## config.mk

```make
export PLATFORM = sky130hd
export DESIGN_NAME = keypad_bcd_encoder
export DESIGN_NICKNAME = d
export VERILOG_FILES = /design/src/rtl/keypad_bcd_encoder.sv
export SDC_FILE = /design/constraint.sdc
export NUM_CORES = 1
export LEC_CHECK = 0
export ABC_AREA = 1
export BUFFER_PORTS_ARGS = -buffer_cell sky130_fd_sc_hd__buf_2
export CAP_MARGIN = 10
export CORE_AREA = 8 8 74 76
export CTS_CLUSTER_SIZE = 30
export DETAILED_ROUTE_END_ITERATION = 10
export DIE_AREA = 0 0 82 84
export GPL_ROUTABILITY_DRIVEN = 0
export PLACE_DENSITY = 0.68
export SETUP_SLACK_MARGIN = 0.5
export SLEW_MARGIN = 20
export SYNTH_ARGS = -nofsm -noshare
export SYNTH_HDL_FRONTEND = slang
export SYNTH_SLANG_ARGS = --single-unit
```

## constraint.sdc

```tcl
create_clock -name CLK -period 1.8 [get_ports CLK]
set_input_delay 0.18 -clock CLK [delete_from_list [all_inputs] [get_ports CLK]]
set_output_delay 0.18 -clock CLK [all_outputs]
set_load 0.01 [all_outputs]
```

## src/rtl/keypad_bcd_encoder.sv

```systemverilog
// Nine-key keypad to BCD encoder: synchronises and debounces the key lines, rejects
// multi-key presses, and hands one code per press downstream over VALID/READY.
module keypad_bcd_encoder #(
  parameter int unsigned DEBOUNCE = 4
) (
  input  logic CLK,
  input  logic RST,
  input  logic K1,
  input  logic K2,
  input  logic K3,
  input  logic K4,
  input  logic K5,
  input  logic K6,
  input  logic K7,
  input  logic K8,
  input  logic K9,
  input  logic READY,
  output logic A0,
  output logic A1,
  output logic A2,
  output logic A3,
  output logic VALID,
  output logic ERR,
  output logic OVF
);

  localparam logic [7:0] DB = 8'(DEBOUNCE);

  typedef enum logic [1:0] {IDLE, QUAL, HOLD} state_t;

  state_t     state;
  logic [8:0] key_raw;
  logic [8:0] sync_q1;
  logic [8:0] sync_q2;
  logic [8:0] pat;
  logic [7:0] cnt;
  logic [7:0] cnt_inc;
  logic [3:0] code;
  logic       valid_q;
  logic       err_q;
  logic       ovf_q;

  logic       accept;
  logic [8:0] acc_pat;
  logic       one_hot;
  logic [3:0] digit;

  assign key_raw = {K9, K8, K7, K6, K5, K4, K3, K2, K1};
  assign cnt_inc = cnt + 8'd1;

  // With DEBOUNCE=1 the first nonzero pattern seen in IDLE is accepted directly.
  always_comb begin
    accept  = 1'b0;
    acc_pat = pat;
    case (state)
      IDLE: begin
        if (sync_q2 != '0 && DB == 8'd1) begin
          accept  = 1'b1;
          acc_pat = sync_q2;
        end
      end
      QUAL: begin
        if (sync_q2 == pat && cnt_inc >= DB) begin
          accept = 1'b1;
        end
      end
      default: ;
    endcase
  end

  always_comb begin
    one_hot = (acc_pat != '0) && ((acc_pat & (acc_pat - 9'd1)) == '0);
    digit   = '0;
    for (int unsigned i = 0; i < 9; i++) begin
      if (acc_pat[i]) digit = 4'(i + 1);
    end
  end

  always_ff @(posedge CLK) begin
    if (RST) begin
      sync_q1 <= '0;
      sync_q2 <= '0;
      state   <= IDLE;
      pat     <= '0;
      cnt     <= '0;
      code    <= '0;
      valid_q <= 1'b0;
      err_q   <= 1'b0;
      ovf_q   <= 1'b0;
    end else begin
      sync_q1 <= key_raw;
      sync_q2 <= sync_q1;
      err_q   <= 1'b0;

      // A same-edge accept overrides the handshake clear below.
      if (valid_q && READY) valid_q <= 1'b0;

      if (accept) begin
        if (one_hot) begin
          if (!valid_q || READY) begin
            code    <= digit;
            valid_q <= 1'b1;
          end else begin
            ovf_q <= 1'b1;
          end
        end else begin
          err_q <= 1'b1;
        end
      end

      case (state)
        IDLE: begin
          if (sync_q2 != '0) begin
            pat <= sync_q2;
            if (DB == 8'd1) begin
              state <= HOLD;
              cnt   <= '0;
            end else begin
              state <= QUAL;
              cnt   <= 8'd1;
            end
          end else begin
            cnt <= '0;
          end
        end
        QUAL: begin
          if (sync_q2 == pat) begin
            if (cnt_inc >= DB) begin
              state <= HOLD;
              cnt   <= '0;
            end else begin
              cnt <= cnt_inc;
            end
          end else if (sync_q2 == '0) begin
            state <= IDLE;
            cnt   <= '0;
          end else begin
            pat <= sync_q2;
            cnt <= 8'd1;
          end
        end
        HOLD: begin
          if (sync_q2 == '0) begin
            if (cnt_inc >= DB) begin
              state <= IDLE;
              cnt   <= '0;
            end else begin
              cnt <= cnt_inc;
            end
          end else begin
            cnt <= '0;
          end
        end
        default: state <= IDLE;
      endcase
    end
  end

  assign A0    = code[0];
  assign A1    = code[1];
  assign A2    = code[2];
  assign A3    = code[3];
  assign VALID = valid_q;
  assign ERR   = err_q;
  assign OVF   = ovf_q;

endmodule

```

; ---- Word-level counts from Yosys, hierarchy flattened
; Index checks and enable logic that the tools add are counted.
[totals]
in_bits = 12
out_inout_bits = 7
register_bits = 44
[op_classes]
eq_ne = 10
bitwise_logic = 3
addsub = 2
order_cmp = 1
n_mux = 33
reduce_logical = 17
[ops]
columns = op, n
row1 = two-way mux 4 bit, 8
row2 = two-way mux 9 bit, 3
row3 = two-way mux 8 bit, 3
row4 = case mux 8 bit (3 select lines), 1
row5 = zero test 9 bit, 2
row6 = case mux 9 bit (2 select lines), 1
row7 = nonzero test 9 bit, 2
row8 = two-way mux 2 bit, 6
row9 = two-way mux 1 bit, 10
row10 = != test 2 bit (second input constant), 5
row11 = AND 9 bit, 1
row12 = equality test 9 bit, 1
row13 = subtractor 9 x 1 -> 9 bit (second input constant), 1
row14 = adder 8 x 1 -> 8 bit (second input constant), 1
row15 = greater-or-equal comparator 8 x 3 -> 1 bit (second input constant), 1
row16 = != test 3 bit (second input constant), 2
row17 = case mux 2 bit (3 select lines), 1
row18 = AND reduction 3 bit, 2
row19 = AND reduction 5 bit, 1
row20 = AND reduction 4 bit, 1
row21 = logical AND 1 bit, 3
row22 = nonzero test 3 bit, 1
row23 = equality test 2 x 1 -> 1 bit (second input constant), 1
row24 = equality test 2 bit (second input constant), 1
row25 = other kinds (6), 7

; ---- Depth between registers and ports, before layout
; Gate-level depths: netlist (run 1).
[depth]
ltp_word = 9
ltp_mapped = 12
depth_no_buf = 12

; ---- Worst setup path after synthesis (run 1)
; Ideal clock, no wire load.
[synth_path]
kind = register -> register
startpoint = reg pat[1] (netlist: acc_pat[1])
endpoint = reg code[1]
required_ps = 1687
stages_incl_launch_ff = 11
path_slack_ps = 355
n_path_buf = 1
t_arrival_ps = 1332
setup_ps = 113
cell_sequence = dfxtp_1 -> buf_6 -> nor2_1 -> nand2_1 -> nor2_1 -> xor2_1 -> inv_2 -> nor2_4 -> nand3_4 -> nor2_1 -> nor2_1
[synth_via]
elab_chain_len = 8
[synth_lines]
columns = element, line
row1 = "start, declared", 35  ; logic [8:0] pat;
row2 = "start signal, assigned", 114  ; pat <= sync_q2;
row3 = "start signal, assigned", 138  ; pat <= sync_q2;
row4 = branches (longest 8 deep; another with subtractor 9 x 1 -> 9 bit), n/a
row5 = "end signal, assigned", 101  ; code <= digit;
row6 = "end, declared", 38  ; logic [3:0] code;
; Parallel ways; which one is timed is not known.
; A chain may end at the register's enable or synchronous reset.

; ---- Worst setup path after layout (run 1)
[layout_path]
startpoint = reg pat[3] (netlist: acc_pat[3])
endpoint = reg code[2]
[layout_via]
elab_chain_len = 6
[layout_lines]
columns = element
row1 = branches (longest 6 deep; another with subtractor 9 x 1 -> 9 bit)
; Parallel ways; which one is timed is not known.

==> results of run 1 <==
==> power breakdown <==
part	leakage (nW)	switching (W)	internal (W)	total [W]
clock network	0.0614	0.000343	0.000454	0.000796
logic	0.784	0.000506	0.000340	0.000845
registers	0.367	0.0000985	0.00105	0.00115
==> cell usage in the layout, fill, tap and decap left out, types with 5 or more instances in the layout <==
cell type  count
nor2_1        57
a21oi_1       13
dfxtp_2        9
inv_1         46
nand2_1       57
inv_2          9
o21ai_0       13
clkbuf_8       6
dfxtp_4        5
buf_4          9
nor2_4         7
ha_1           5
buf_2         18
nor2_2         6
dfxtp_1       30
a21oi_2        6
nand3_1       14
==> metrics by stage <==
step / hold WS (ns) / utilization (%) / worst slack (ns)
2_1_floorplan: 0.2870 / - / 0.4084
3_3_place_gp: 0.3806 / 53.52 / 0.2372
3_5_place_dp: 0.3847 / 53.52 / 0.1931
4_1_cts: 0.06800 / 58.83 / 0.2273
5_1_grt: 0.06264 / 59.95 / 0.1040
6_report: 0.07283 / 59.95 / 0.2214
==> final timing paths <==
check                           depth (start not counted)       start         end
worst max-delay path                                   12  acc_pat[3]     code[2]
worst min-delay path                                    3          K1  sync_q1[0]
worst max register to register                         12  acc_pat[3]     code[2]
worst min register to register                          2  sync_q1[3]  sync_q2[3]
==> cell type report <==
class	count	area, um2
clock buffers	6	82.58
clock inverters	2	38.79
fillers	406	1708
inverters	55	206.4
multi-input cells	202	1095
flip-flops and latches	44	910.9
well taps	52	65.06
repair buffers	27	157.7
==> metal layers <==
layer  part of all wire [%]  up-vias
met4                    3.0        0
met1                     46      805
met5                      0        -
li1                       -      984
met3                    4.4       12
met2                     46       40
==> cells by family (layout without fill, tap and decap cells) <==
family,after synthesis,count (layout),synth area share [%]
buffers and inverters,62,90,12.32
XOR/XNOR,8,8,3.287
AO/OA/AOI/OAI,35,35,8.392
AND/OR/NAND/NOR,153,154,31.75
adder cells (fa/ha/maj),5,5,2.934
flip-flops,44,44,41.31
==> repair_timing <==
| item | in CTS | in global routing |
|---|---|---|
| gates cloned | 1 | 0 |
| resized for setup | 15 | 15 |
| pin swaps | 4 | 4 |
| setup endpoints to repair | 20 | 20 |
| buffers inserted | 7 | 1 |
==> synthesized netlist by cell type <==
master     n  share of area (%)
buf_6      2                1.1
dfxtp_1   44                 41
xor2_1     3                1.2
inv_2      5               0.88
ha_1       5                2.9
o21ai_1    2               0.47
o21ai_0   13                3.1
nor2_2     3               0.88
nand3_4    3                2.5
nand2_1   61                 11
bufbuf_8   1               0.88
a21oi_1   19                4.5
nor2_1    64                 11
inv_1     50                8.8
a22o_1     1               0.41
nand3_1   15                3.5
or2_2      1               0.29
nor3_1     2               0.47
nand2_4    1               0.53
xnor2_1    5                2.1
clkbuf_1   4               0.70
nor2_4     3                1.6
==> state kept, by name (all words and copies together) (netlist names) <==
signal   flops
sync_q2      9
cnt          8
state        2
OVF          1
sync_q1      9
ERR          1
VALID        1
code         4
acc_pat      9
==> worst max-delay path: stages (launching register included) <==
cell	delay [ns]
dfxtp_4	0.41
inv_2	0.06
nand2_2	0.05
nand2_2	0.06
nor2_4	0.12
inv_2	0.05
nor2_4	0.14
nand3_4	0.13
nor2_4	0.15
nand3_4	0.12
nand2_1	0.08
nand2_1	0.04
nor2_1	0.10
==> impl_metrics.ini, run 1 <==
[setup_path]
end_kind = flop
crit_arrival_ns = 1.83
required_ns = 2.05
cp-start-kind = flop
r2r_slack_ns = 0.22
worstPathMaxFanout = 7
worstSetupPathType = flop to flop

[clocking]
cts_sinks = 44
cts_made_buffers = 5
cts.path.max_buffers = 2
ctsHoldBuffers = 0
cts_tree = built
path_clk_slew_ns = 0.08
cts.htree.levels = 2
clkLatencyLatePin_ns = 0.30
cts_root_buf = clkbuf_8

[finish]
layout.nets = 352
drive_above_1_share_pct = 26.79
n_antenna_cell = 0
areaGrowthSynthToFinish_pct = 19.89
fin_area_um2 = 2556
stdcell_count = 388

[yosys]
syn_inst = 307
syn_area_um2 = 2132
ys_seq_area_share_pct = 41.31
yosys_warnings = 0
ys_seq_elements = 44
synth_cell_types = 22
syn_avg_cell_area_um2 = 6.945
synth_fp_nets = 324

[global_routing]
grt_remaining_overflow = 0
grt_pass1_vias = 1706
grt_max_degree = 27
antenna_found_initial = 0
gr-max-usage-layer = met2
grtUsageMet1_pct = 16.61
use_met3_pct = 3.556
grt.met2_usage_pct = 20.98
grt.total_usage_pct = 13.65
grt_pass1_wl_um = 7479

[route]
routedWlPerCell_um = 11.17
drtIter0Drc = 103
ant_nets = 0
wl_um = 4334
vias_per_cell = 4.745
num_vias = 1841
firstDrtPassIters = 4
drc_errors = 0

[timing]
fmax_mhz = 633.5
fin_crit_sh_pct = 87.70
rsz0062_at_grt = true
hold_viol_final = 0
relSlewSlack_pct = 75.07
finalSetupViolCount = 0
worstMarginPinSlew_ns = 0.3736
tns_ns = 0
period_needed_ns = 1.579
drv_slew = 0
fin_worst_skew_ns = 0.004993

[die]
die_w_um = 82
die_area_um2 = 6888
core_area_um2 = 4264
die_h_um = 84
io_pins = 19
rows = 24
floorplan.initialDensity_pct = 50.00

[min_path]
worstHoldPathType = input pin to flop

[power]
ir_worst_vdd_uv = 651.1
p_leak_nw = 1.213
power.total_w = 0.002790
powerDensity_nw_per_um2 = 1091

[placement]
place.detailed.hpwl_um = 3010
io_buffers = 18
placedInstanceArea_um2 = 2282
dpl.cell_count = 371

[flow_run]
cap_violations = 0

[run_status]
status = finished, final reports clean
Note: power is estimated with default switching activity, not from simulation.
==> run 2, diff against run 1 <==
--- a/config.mk
+++ b/config.mk
@@ -14,7 +14,6 @@
 export DIE_AREA = 0 0 82 84
 export GPL_ROUTABILITY_DRIVEN = 0
 export PLACE_DENSITY = 0.68
-export SETUP_SLACK_MARGIN = 0.5
 export SLEW_MARGIN = 20
 export SYNTH_ARGS = -nofsm -noshare
 export SYNTH_HDL_FRONTEND = slang
==> run 2 against run 1 <==
Effect of this change: core utilization down 4.1 points; first-iteration DRC count down 37%; clock skew up 0.0028 ns; setup slack worse by 0.012 ns; design area down 6.8%; register-to-register slack about the same; global-route usage down 0.49 points; combinational power down 15%; critical path type unchanged; worst hold slack better by 0.0058 ns; die area unchanged.
==> impl_metrics.ini, run 2 (synthesis gave the netlist of run 1 again) <==
[run_status]
status = finished, final reports clean

[finish]
areaGrowthSynthToFinish_pct = 11.74
layout_commonest_cell = nand2_1
final_cell_mix = nand2_1, nor2_1, inv_1
finish.utilization_pct = 55.87
n_antenna_cell = 0
regArea_um2 = 894.6
fill_cells = 459
layout.nets = 343
drive_above_1_share_pct = 17.74
multi_input_area_um2 = 1003

[power]
powerDensity_nw_per_um2 = 1106
clockPowerShare_pct = 29.4
switching_share_pct = 33.97
switchingPower_w = 0.0008950
intPower_w = 0.001740
p_seq_share_pct = 43.2
ir_worst_vdd_uv = 576.4
p_leak_nw = 1.142
p_comb_share_pct = 27.4

[global_routing]
grt_remaining_overflow = 0
antenna_found_initial = 0
grt_max_degree = 27
grt.total_usage_pct = 13.16
grt_pass1_vias = 1694
grt_pass1_wl_um = 7245

[setup_path]
r2r_start = acc_pat[6]
r2r-end = code[1]
reg2reg_depth = 11
cp-start-kind = flop
worstPathMaxFanout = 7
required_ns = 1.99
end_kind = flop
r2r_slack_ns = 0.21
crit_start = acc_pat[6]
crit_arrival_ns = 1.78
crit_end = code[1]
worstSetupPathType = flop to flop

[timing]
drv_slew = 0
fin_worst_skew_ns = 0.007769
rsz0062_at_grt = false
hold_viol_final = 0
worstMarginPinSlew_ns = 0.3940
relSlewSlack_pct = 73.70
fmax_mhz = 628.5
tns_ns = 0
finalSetupViolCount = 0
period_needed_ns = 1.591
fin_crit_sh_pct = 88.39

[route]
wl_um = 4044
num_vias = 1779
routedWlPerCell_um = 10.67
firstDrtPassIters = 5
ant_nets = 0
vias_per_cell = 4.694
drtIter0Drc = 65
drc_errors = 0

[die]
die_h_um = 84
floorplan.initialDensity_pct = 50.00
die_area_um2 = 6888
core_area_um2 = 4264
rows = 24
die_w_um = 82
io_pins = 19

[placement]
io_buffers = 18
place.detailed.hpwl_um = 3051

[clocking]
ctsHoldBuffers = 0
clkLatencyLatePin_ns = 0.30
cts_root_buf = clkbuf_8
cts_tree = built
cts_made_buffers = 5
cts_sinks = 44
path_clk_slew_ns = 0.09
cts.path.max_buffers = 2
cts.htree.levels = 2

[flow_run]
cap_violations = 0

[min_path]
worstHoldPathType = input pin to flop
==> run 2: area by class of cell <==
cell class,count,share of cell area [%]
clock buffer,5,2.889
multi-input combinational,201,42.12
tap,52,2.731
sequential,44,37.55
inverter,55,8.666
timing repair buffer,19,4.097
clock inverter,3,1.943
==> run 2: through the flow <==
step / hold slack, ns / instance area, um2 / instances / total power, W / setup WS (ns)
3_3_place_gp: 0.3791 / 2238 / 371 / 0.001849 / 0.1773
6_report: 0.07866 / 2382 / 379 / 0.002635 / 0.2089
4_1_cts: 0.07169 / 2354 / 379 / 0.002631 / 0.1284
2_1_floorplan: 0.2870 / 2132 / 307 / 0.001742 / 0.3550
5_1_grt: 0.06630 / 2382 / 379 / 0.002812 / 0.004546
3_5_place_dp: 0.3867 / 2238 / 371 / 0.001854 / 0.1543
==> run 2: timing repair <==
| action | in CTS | in global routing |
|---|---|---|
| buffers inserted | 0 | 0 |
| hold endpoints to repair | 0 | 0 |
| setup endpoints to repair | 0 | 4 |
| gates resized for setup | 0 | 16 |
==> run 2: worst min-delay path by stage <==
stage	end	cells past startpoint	from	slack [ns]
6_report	sync_q1[4]	3	K5	0.08
5_1_grt	sync_q1[4]	3	K5	0.07
4_1_cts	sync_q1[3]	3	K4	0.07
3_5_place_dp	sync_q1[3]	3	K4	0.39
3_3_place_gp	sync_q1[4]	3	K5	0.38
2_1_floorplan	sync_q1[0]	2	K1	0.29
==> run 2: critical path: stages (launching register included) <==
cell and delay, ns:
dfxtp_2 0.39, inv_1 0.08, nand2_1 0.06, nand2_1 0.05, nor2_2 0.15, nand2_4 0.06
nor2_4 0.12, nand3_4 0.14, nor2_4 0.16, nand3_4 0.12, nor2_1 0.11, nor2_1 0.05
==> run 2: routing by layer <==
metal	vias to the layer above	part of all wire, %	global-route usage (%)
met5	-	0	0
met4	0	1.4	5.112
met3	7	4.7	3.664
met2	36	46	21.55
met1	774	47	15.51
li1	962	-	-
==> run 2: power by group through the flow <==
stage                     sequential [W]  clock, W  combinational (W)
after floorplan                  0.00112         0           0.000624
after global placement           0.00114         0           0.000704
after detailed placement         0.00115         0           0.000708
after CTS                        0.00112  0.000795           0.000713
after global routing             0.00115  0.000834           0.000824
final                            0.00114  0.000775           0.000722
==> run 3, diff against run 2 <==
--- a/config.mk
+++ b/config.mk
@@ -8,13 +8,13 @@
 export ABC_AREA = 1
 export BUFFER_PORTS_ARGS = -buffer_cell sky130_fd_sc_hd__buf_2
 export CAP_MARGIN = 10
-export CORE_AREA = 8 8 74 76
+export CORE_AREA = 2 2 68 70
 export CTS_CLUSTER_SIZE = 30
 export DETAILED_ROUTE_END_ITERATION = 10
-export DIE_AREA = 0 0 82 84
+export DIE_AREA = 0 0 70 72
 export GPL_ROUTABILITY_DRIVEN = 0
 export PLACE_DENSITY = 0.68
-export SLEW_MARGIN = 20
+export SLEW_MARGIN = 0
 export SYNTH_ARGS = -nofsm -noshare
 export SYNTH_HDL_FRONTEND = slang
 export SYNTH_SLANG_ARGS = --single-unit
==> run 3 against run 2 <==
Effect of this change: combinational power shrank 2%; via count shrank 1.8%; sequential power is essentially flat.
==> impl_metrics.ini, run 3 (synthesis gave the netlist of run 1 again) <==
[finish]
n_antenna_cell = 0
regArea_um2 = 887.1
multi_input_area_um2 = 993.5
layout.nets = 343
fin_area_um2 = 2344
final_cell_mix = nor2_1, nand2_1, inv_1
layout_commonest_cell = nor2_1
areaGrowthSynthToFinish_pct = 9.918
fill_cells = 439
drive_above_1_share_pct = 15.29

[route]
drtIter0Drc = 89
ant_nets = 0
routedWlPerCell_um = 10.18
num_vias = 1747
firstDrtPassIters = 4
vias_per_cell = 4.609
wl_um = 3859
drc_errors = 0

[clocking]
cts_root_buf = clkbuf_8
path_clk_slew_ns = 0.09
cts_made_buffers = 5
clkLatencyLatePin_ns = 0.30
post_cts_buffers = 0
cts.path.max_buffers = 2
cts_sinks = 44
cts_tree = built
cts.htree.levels = 2

[timing]
finalSetupViolCount = 0
fin_crit_sh_pct = 90.75
relSlewSlack_pct = 75.19
drv_slew = 0
fmax_mhz = 612.2
worstMarginPinSlew_ns = 0.3718
postLayoutSetupSlackWorst_ns = 0.1665
hold_ws_ns = 0.06785
period_needed_ns = 1.634
hold_viol_final = 0
fin_worst_skew_ns = 0.006389

[setup_path]
worstSetupPathType = flop to flop
cp-start-kind = flop
required_ns = 2.04
end_kind = flop
crit_arrival_ns = 1.87
worstPathMaxFanout = 7
reg2reg_depth = 9

[global_routing]
grt_max_degree = 28
grt.total_usage_pct = 17.20
antenna_found_initial = 0
grt_remaining_overflow = 0
grt_pass1_vias = 1630
grt_pass1_wl_um = 6844

[placement]
dp_slack_ns = 0.08868
placedInstanceArea_um2 = 2238
io_buffers = 18
place.detailed.hpwl_um = 2843

[min_path]
worstHoldPathType = input pin to flop
holdPathStages = 3

[run_status]
status = finished, final reports clean

[die]
die_area_um2 = 5040
core_area_um2 = 4264
floorplan.initialDensity_pct = 50.00
die_h_um = 72
io_pins = 19
die_w_um = 70
rows = 24

[power]
powerDensity_nw_per_um2 = 1059
power.total_w = 0.002481
ir_worst_vdd_uv = 695.0
p_leak_nw = 1.126

[flow_run]
cap_violations = 0
==> run 3: cell count changes in the layout (fill, tap and decap cells not counted), sizes merged <==
cell,change
bufinv,-1
inv,+1
==> run 3: power breakdown <==
part	switching [W]	internal (W)	leakage [nW]	total (W)
clock network	0.000365	0.000283	0.0452	0.000648
registers	0.0000836	0.00105	0.362	0.00113
logic	0.000437	0.000266	0.719	0.000704
total	0.000886	0.00160	1.13	0.00248
==> run 3: final timing paths <==
path / start / endpoint / slack (ns)
max: sync_q2[0] / code[2] / 0.17
min: K9 / sync_q1[8] / 0.07
max reg2reg: sync_q2[0] / code[2] / 0.17
min reg2reg: sync_q1[0] / sync_q2[0] / 0.40
==> run 3: metrics by stage <==
stage | utilization [%] | setup TNS (ns) | std cells
floorplan | - | 0 | 307
global placement | 52.49 | 0 | 371
detailed placement | 52.49 | 0 | 371
CTS | 54.69 | 0 | 379
global route | 54.96 | -0.0006861 | 379
finish | 54.96 | 0 | 379
==> run 3: repair_timing <==
action / 4_1_cts / 5_1_grt
setup endpoints to repair: 0 / 6
hold buffers: 0 / 0
gates resized for setup: 0 / 7
==> run 3: layout make-up <==
cell class	instances	share of cell area, %
Sequential cell	44	37.85
Inverter	55	8.809
Timing Repair Buffer	19	4.164
Clock inverter	3	1.068
Tap cell	52	2.776
Clock buffer	5	2.936
Multi-Input combinational cell	201	42.39
==> run 3: critical path, stage by stage (launching register included) <==
cell	delay [ns]
dfxtp_1	0.45
xnor2_1	0.16
nand2_1	0.10
nor2_2	0.21
nand3_4	0.16
nor2_4	0.14
nand3_4	0.12
nand2_1	0.07
nand2_1	0.04
nor2_1	0.11
==> run 3: routing by layer <==
metal	wire [um]	global-route usage, %	share of wire [%]
met3	102	4.722	2.6
met1	1838	20.33	48
met4	73	7.692	1.9
met5	0	0	0
met2	1845	29.42	48
